## src/rtl/mux_scan_n.sv

```systemverilog
// Registered N-channel, W-bit selector: manual channel select or masked round-robin
// scan with a fixed dwell per channel, plus wrap and bad-select pulses.
module mux_scan_n #(
  parameter int WIDTH    = 8,
  parameter int CHANNELS = 8,
  parameter int SEL_W    = $clog2(CHANNELS),
  parameter int DWELL    = 4
) (
  input  logic                       clk,
  input  logic                       rst_n,
  input  logic [CHANNELS*WIDTH-1:0]  data_in,
  input  logic [SEL_W-1:0]           sel,
  input  logic                       load,
  input  logic                       mode,
  input  logic [CHANNELS-1:0]        ch_mask,
  output logic [WIDTH-1:0]           y,
  output logic [SEL_W-1:0]           y_ch,
  output logic                       y_valid,
  output logic                       wrap,
  output logic                       sel_err
);

  localparam int CNT_W = (DWELL > 1) ? $clog2(DWELL) : 1;
  localparam logic [CNT_W-1:0] LAST_CNT = CNT_W'(DWELL - 1);
  localparam logic [SEL_W:0] CH_LIM = (SEL_W + 1)'(CHANNELS);

  logic [SEL_W-1:0] r_curSel;
  logic [CNT_W-1:0] r_dwellCnt;
  logic             r_modeQ;
  logic [WIDTH-1:0] r_y;
  logic [SEL_W-1:0] r_yCh;
  logic             r_yValid;
  logic             r_wrap;
  logic             r_selErr;

  logic [WIDTH-1:0] w_chData [CHANNELS];
  logic [SEL_W-1:0] w_target;
  logic [SEL_W-1:0] w_idx;
  logic             w_found;

  for (genvar g = 0; g < CHANNELS; g++) begin : g_unpack
    assign w_chData[g] = data_in[g*WIDTH +: WIDTH];
  end

  // Circular search from cur_sel+1; cur_sel itself is the last candidate.
  always_comb begin
    w_target = r_curSel;
    w_found  = 1'b0;
    w_idx    = '0;
    for (int k = 1; k <= CHANNELS; k++) begin
      w_idx = SEL_W'((int'(r_curSel) + k) % CHANNELS);
      if (!w_found && ch_mask[w_idx]) begin
        w_found  = 1'b1;
        w_target = w_idx;
      end
    end
  end

  always_ff @(posedge clk or negedge rst_n) begin
    if (!rst_n) begin
      r_curSel   <= '0;
      r_dwellCnt <= '0;
      r_modeQ    <= 1'b0;
      r_y        <= '0;
      r_yCh      <= '0;
      r_yValid   <= 1'b0;
      r_wrap     <= 1'b0;
      r_selErr   <= 1'b0;
    end else begin
      r_modeQ  <= mode;
      r_wrap   <= 1'b0;
      r_selErr <= 1'b0;
      r_y      <= w_chData[r_curSel];
      r_yCh    <= r_curSel;
      r_yValid <= mode ? ch_mask[r_curSel] : 1'b1;
      // A mode change restarts the dwell so a fresh scan holds the current channel fully.
      if (mode != r_modeQ) begin
        r_dwellCnt <= '0;
      end else if (!mode) begin
        r_dwellCnt <= '0;
        if (load) begin
          if ({1'b0, sel} < CH_LIM) r_curSel <= sel;
          else                      r_selErr <= 1'b1;
        end
      end else if (!w_found) begin
        r_dwellCnt <= '0;
      end else if (r_dwellCnt == LAST_CNT) begin
        r_dwellCnt <= '0;
        r_curSel   <= w_target;
        r_wrap     <= (w_target <= r_curSel);
      end else begin
        r_dwellCnt <= r_dwellCnt + CNT_W'(1);
      end
    end
  end

  assign y       = r_y;
  assign y_ch    = r_yCh;
  assign y_valid = r_yValid;
  assign wrap    = r_wrap;
  assign sel_err = r_selErr;

endmodule
```

## config.mk

```make
export PLATFORM = sky130hd
export DESIGN_NAME = mux_scan_n
export DESIGN_NICKNAME = d
export VERILOG_FILES = /design/src/rtl/mux_scan_n.sv
export SDC_FILE = /design/constraint.sdc
export NUM_CORES = 1
export LEC_CHECK = 0
export CAP_MARGIN = 5
export CORE_ASPECT_RATIO = 1.1
export CORE_MARGIN = 2
export CORE_UTILIZATION = 42
export DETAILED_ROUTE_END_ITERATION = 10
export GPL_TIMING_DRIVEN = 0
export PLACE_DENSITY = 0.8
export SLEW_MARGIN = 40
export SYNTH_ARGS = -nofsm -noshare
export SYNTH_HDL_FRONTEND = slang
export SYNTH_SLANG_ARGS = --single-unit
```

## constraint.sdc

```tcl
create_clock -name clk -period 5 [get_ports clk]
set_clock_uncertainty 0.15 [all_clocks]
set_input_delay 0.5 -clock clk [delete_from_list [all_inputs] [get_ports clk]]
set_output_delay 0.5 -clock clk [all_outputs]
set_load 0.005 [all_outputs]
```

== Word level (Yosys, flattened, before mapping) ==
Cells that the tools add are included.

* Muxes and demuxes: 50
* Equal/unequal tests: 4
* Bitwise logic cells: 2
* Magnitude comparators: 11
* Add/subtract/negate cells: 9
* Reduce and logical (&&, ||, !) cells: 16

{| class="wikitable"
|+ Operator list
! kind !! number
|-
| $lt 3x4->1 const B || 9
|-
| $mux 3 || 12
|-
| $bmux 1 s3 || 9
|-
| $bmux 8 s3 || 1
|-
| $mux 1 || 22
|-
| $mux 8 || 2
|-
| $add 3x3->3 const B || 4
|-
| $mux 2 || 4
|-
| $logic_and 1x1->1 || 7
|-
| $logic_not 1->1 || 7
|-
| $add 3x1->3 const B || 2
|-
| $add 3x2->3 const B || 2
|-
| $ge 4x4->1 const B || 1
|-
| $ne 2x1->1 const B || 2
|-
| $not 3->4 || 1
|-
| $reduce_and 4->1 || 1
|-
| $le 3x3->1 || 1
|-
| $add 2x1->2 const B || 1
|-
| $eq 2x2->1 const B || 1
|-
| $reduce_bool 2->1 || 1
|-
| $ne 1x1->1 || 1
|-
| $not 1->1 || 1
|}

* Logic and storage cells: 99
* Input port bits: 79
* Register bits after elaboration: 19
* Output and inout port bits: 14

== Longest topological paths before layout ==
* Word-level depth: 30
* Depth in mapped cells: 16
* Gate-level depth less buffers: 13

== Worst setup path after synthesis ==
No wires, ideal clock.

* Kind: register to register
* Start point: register r_curSel[1]
* End point: register r_wrap, in the netlist wrap
* Period minus slack after synthesis: 3,982 ps
* Data required time: 4,778 ps
* Arrival time: 3,760 ps
* Path slack: 1,018 ps
* Setup time: 72 ps
* Path buffers: 3
* Stages on the path, launching flop included: 17
* Cells stage by stage: dfrtp_1 -> buf_4 -> buf_1 -> clkinv_1 -> ha_1 -> clkbuf_2 -> mux4_2 -> mux2_4 -> a211oi_1 -> a2bb2oi_2 -> a211oi_2 -> inv_1 -> ha_1 -> a21o_1 -> a21oi_1 -> a31oi_1 -> nor2_1

* Longest elaborated chain between the ends: 30
* Elaborated cells on any way between the ends: 59
* Those cells by class: 8 x add/sub; 1 x order compare; 36 x mux; 14 x reduce/logical

{| class="wikitable"
|+ RTL lines
! element !! line !! RTL
|-
| from (decl) || 27 || <nowiki>logic [SEL_W-1:0] r_curSel;</nowiki>
|-
| from (signal assigned) || 82 || <nowiki>if ({1'b0, sel} < CH_LIM) r_curSel <= sel;</nowiki>
|-
| from (signal assigned) || 89 || <nowiki>r_curSel <= w_target;</nowiki>
|-
| $add 3x1->3 || 51 || <nowiki>w_idx = SEL_W'((int'(r_curSel) + k) % CHANNELS);</nowiki>
|-
| $bmux 1 s3 || 52 || <nowiki>if (!w_found && ch_mask[w_idx]) begin</nowiki>
|-
| $mux 1 (not written as such) || 52 ||
|-
| $mux 1 || 52 ||
|-
| $logic_not 1->1 || 52 ||
|-
| $logic_and 1x1->1 || 52 ||
|-
| $mux 1 || 52 ||
|-
| $logic_not 1->1 || 52 ||
|-
| (+14 left out) || - ||
|-
| $logic_not 1->1 || 52 ||
|-
| $logic_and 1x1->1 || 52 ||
|-
| $mux 3 || 52 ||
|-
| $le 3x3->1 || 90 || <nowiki>r_wrap <= (w_target <= r_curSel);</nowiki>
|-
| $mux 1 || 87 || <nowiki>end else if (r_dwellCnt == LAST_CNT) begin</nowiki>
|-
| $mux 1 * || 85 || <nowiki>end else if (!w_found) begin</nowiki>
|-
| $mux 1 * || 79 || <nowiki>end else if (!mode) begin</nowiki>
|-
| $mux 1 * || 77 || <nowiki>if (mode != r_modeQ) begin</nowiki>
|-
| to (signal assigned) || 90 ||
|-
| to (decl) || 33 || <nowiki>logic r_wrap;</nowiki>
|}

Every way passes the cells marked *; elsewhere a longest branch is shown, timed or not. The select of a mux whose other input is x is not followed.
A chain may end at the register's enable or synchronous reset.

== Final worst setup path ==
Same ends and word-level chain as after synthesis.

==> impl_results.md <==
* Status: complete, no violations
* Slew Limit Fails at 0
* Crit path launch type: register
* Mux share of post-synthesis cell area at 35.9%
* Grt total ovfl at 0
* Most common cell after layout, fill and taps aside: clkdlybuf4s50_1
* Req. time, crit path at 5.04 ns
* Drt first pass iters at 4
* Max Root-Sink Buffers at 2
* Worst setup margin at roughly 0.81 ns
* Worst Hold Class: input port to asynchronous set/reset pin
* Dpl cells at around 350
* # Max-Cap Violations at 0
* Initial core utilization at between 40% and 50%
* Hold_buf cts at 0
* Die footprint at 0.00573 mm2
* Slew headroom at just under 60%
* Hpwl dp at 5270 um
* Netlist cell types at between 50 and 60
* #FFs+latches synth at 19
* Filler instances at 394
* Vias post-DR at around 2000
* GRT Util Overall at roughly 23%
* IO Count at 93
* Root buf cell: clkbuf_8
* H-tree Lvls at 1
* Syn_area_per_cell at 10.9 um2
* Final hold vios at 0
* Setup violators final at 0
* DRC Markers at 0
* Die X at slightly above 70 um
* Drt via density at just under 6
* Element type at the critical path end: register
* First-pass GRT wire length at between 9000 and 10000 um
* Final instance area at 0.00318 mm2
* Post-Synth Simple-Gate Area at 13.2%
* Final Instance Count excl. Fillers at 350
* Post-CTS Resized at 0
* Layout overhead on the synthesized area at 47.4%
* Static leakage at 1.22 nW
* Largest net degree at the start of global routing at 20
* Share of layout cells above drive strength 1 at 17.5%
* Register area share after synthesis at roughly 22%
* Vias in the first global route at 1985
* CTS tree: yes
* Period minus WS final at 4.19 ns
* Synth Net Count at 283
* Syn Std Cell Area at 0.00216 mm2
* Clk sinks at 19
* Yosys Warn Count at 0
* Routed WL at 6460 um
* Overall power at 904 uW
* ANT nets after route at 0
* Pre-CTS setup slack at between 0.2 and 0.3 ns
* PortBufs at between 90 and 100
* CTS buffer count at 3
* Clock slew at reported path FFs at 0.07 ns
* Synthesized instance count at 198
* Post-synth EDFFs at 0
* Core area at 0.00497 mm2
* Adder-cell share of the synthesized area at about 3.5%
* Fmax at about 240 MHz
* Nets at 378
* # diodes at 0
* Most frequent cells in the layout: 90 x clkdlybuf4s50_1, 34 x nand2_1, 24 x mux4_2
* Area after DPL at 0.00314 mm2
* CP Max Fanout at 19
* Skew-Pair Late Insertion Delay at 0.26 ns
* Fin crit share at 83.7%
* Util after Layout at 64.1%
* Synth Area in Compound Gates at around 16%
* RSZ-0062 raised after global routing: no
* Gp weighted congestion at 0.910
* Hold slack final at 0.0115 ns
* FP Rows at 27
* Critical path type: register to register
* Worst vdd ir at roughly 0.00014 V
* Starting DRT DRC Count at between 70 and 80
* TNS Setup at 0 ns
* Post-CTS Setup Bufs at 0
* P per Cell Area at between 200 and 300 mW/mm2
* Initial antenna violation count at 0
* Die height at 79.2 um
* Drt wl/cell at 18.5 um
* Largest family of logic cells by synthesized area: multiplexers
* Asr flop ratio synth at 100%
* Main synth FF type: dfrtp_1
* WP data arrival at 4.23 ns
* Tightest Pin Transition at between 0.6 and 0.7 ns
* Xor/xnor share of the synthesized area at under 10%
metal layers:
layer	global-route usage [%]	wire (um)
met2	40.6	3440
met3	3.68	372
met1	27.8	2530
met5	0	0
met4	7.41	116
sequential cells by signal (all words and copies together) (netlist names):
register    cells
wrap            1
y_ch            3
y               8
r_curSel        3
r_modeQ         1
r_dwellCnt      2
y_valid         1
worst max-delay path: stages (launching register included):
cell,delay (ns)
dfrtp_1,0.41
buf_4,0.33
clkinvlp_4,0.31
ha_1,0.35
clkbuf_2,0.22
mux4_2,0.45
mux2_4,0.35
a211oi_1,0.34
a2bb2oi_2,0.11
a211oi_2,0.28
inv_1,0.07
ha_1,0.29
a21o_1,0.16
a21oi_1,0.14
a31oi_1,0.06
nor2_1,0.10
cell type report:
| class | count | area, um2 | share of cell area (%) |
|---|---|---|---|
| repair buffers | 91 | 906 | 28.5 |
| plain buffers | 12 | 83.8 | 2.63 |
| flip-flops and latches | 19 | 475 | 14.9 |
| clock buffers | 4 | 45.0 | 1.42 |
| inverters | 10 | 41.3 | 1.30 |
| multi-input cells | 156 | 1560 | 49.0 |
| well taps | 58 | 72.6 | 2.28 |
power breakdown:
part           switching (mW)  internal (mW)
combinational           0.288          0.314
clock                  0.0511         0.0568
sequential             0.0130          0.180
total                   0.353          0.551
cell families after synthesis:
family,after synthesis
AO/OA/AOI/OAI,45
adder cells (fa/ha/maj),6
other,1
buffers and inverters,23
XOR/XNOR,5
flip-flops,19
AND/OR/NAND/NOR,61
multiplexers,38
synthesized netlist by cell type, types with 4 or more instances:
cell	count	area [um2]
a21oi_1	10	50.1
a31oi_1	4	25.0
buf_4	4	30.0
dfrtp_1	19	475
ha_1	6	75.1
inv_1	8	30.0
mux2i_1	5	50.1
mux4_2	24	541
nand2_1	34	128
nand3_1	4	20.0
nor2_1	6	22.5
nor3b_1	4	30.0
o21ai_0	4	20.0
o21ai_1	4	20.0
path summary, 6_finish.rpt:
kind	from	end	slack [ns]	cells after the start
max	r_curSel[1]$_DFFE_PN0P_	wrap$_DFF_PN0_	0.81	15
min	rst_n	y[3]$_DFF_PN0_	0.01	1
max reg2reg	r_curSel[1]$_DFFE_PN0P_	wrap$_DFF_PN0_	0.81	15
min reg2reg	r_curSel[2]$_DFFE_PN0P_	y_ch[2]$_DFF_PN0_	0.25	0
max in group asynchronous	rst_n	r_curSel[1]$_DFFE_PN0P_	4.39	1
min in group clk	r_curSel[2]$_DFFE_PN0P_	y_ch[2]$_DFF_PN0_	0.25	0
No activity file was read; power rests on OpenSTA's default activity.
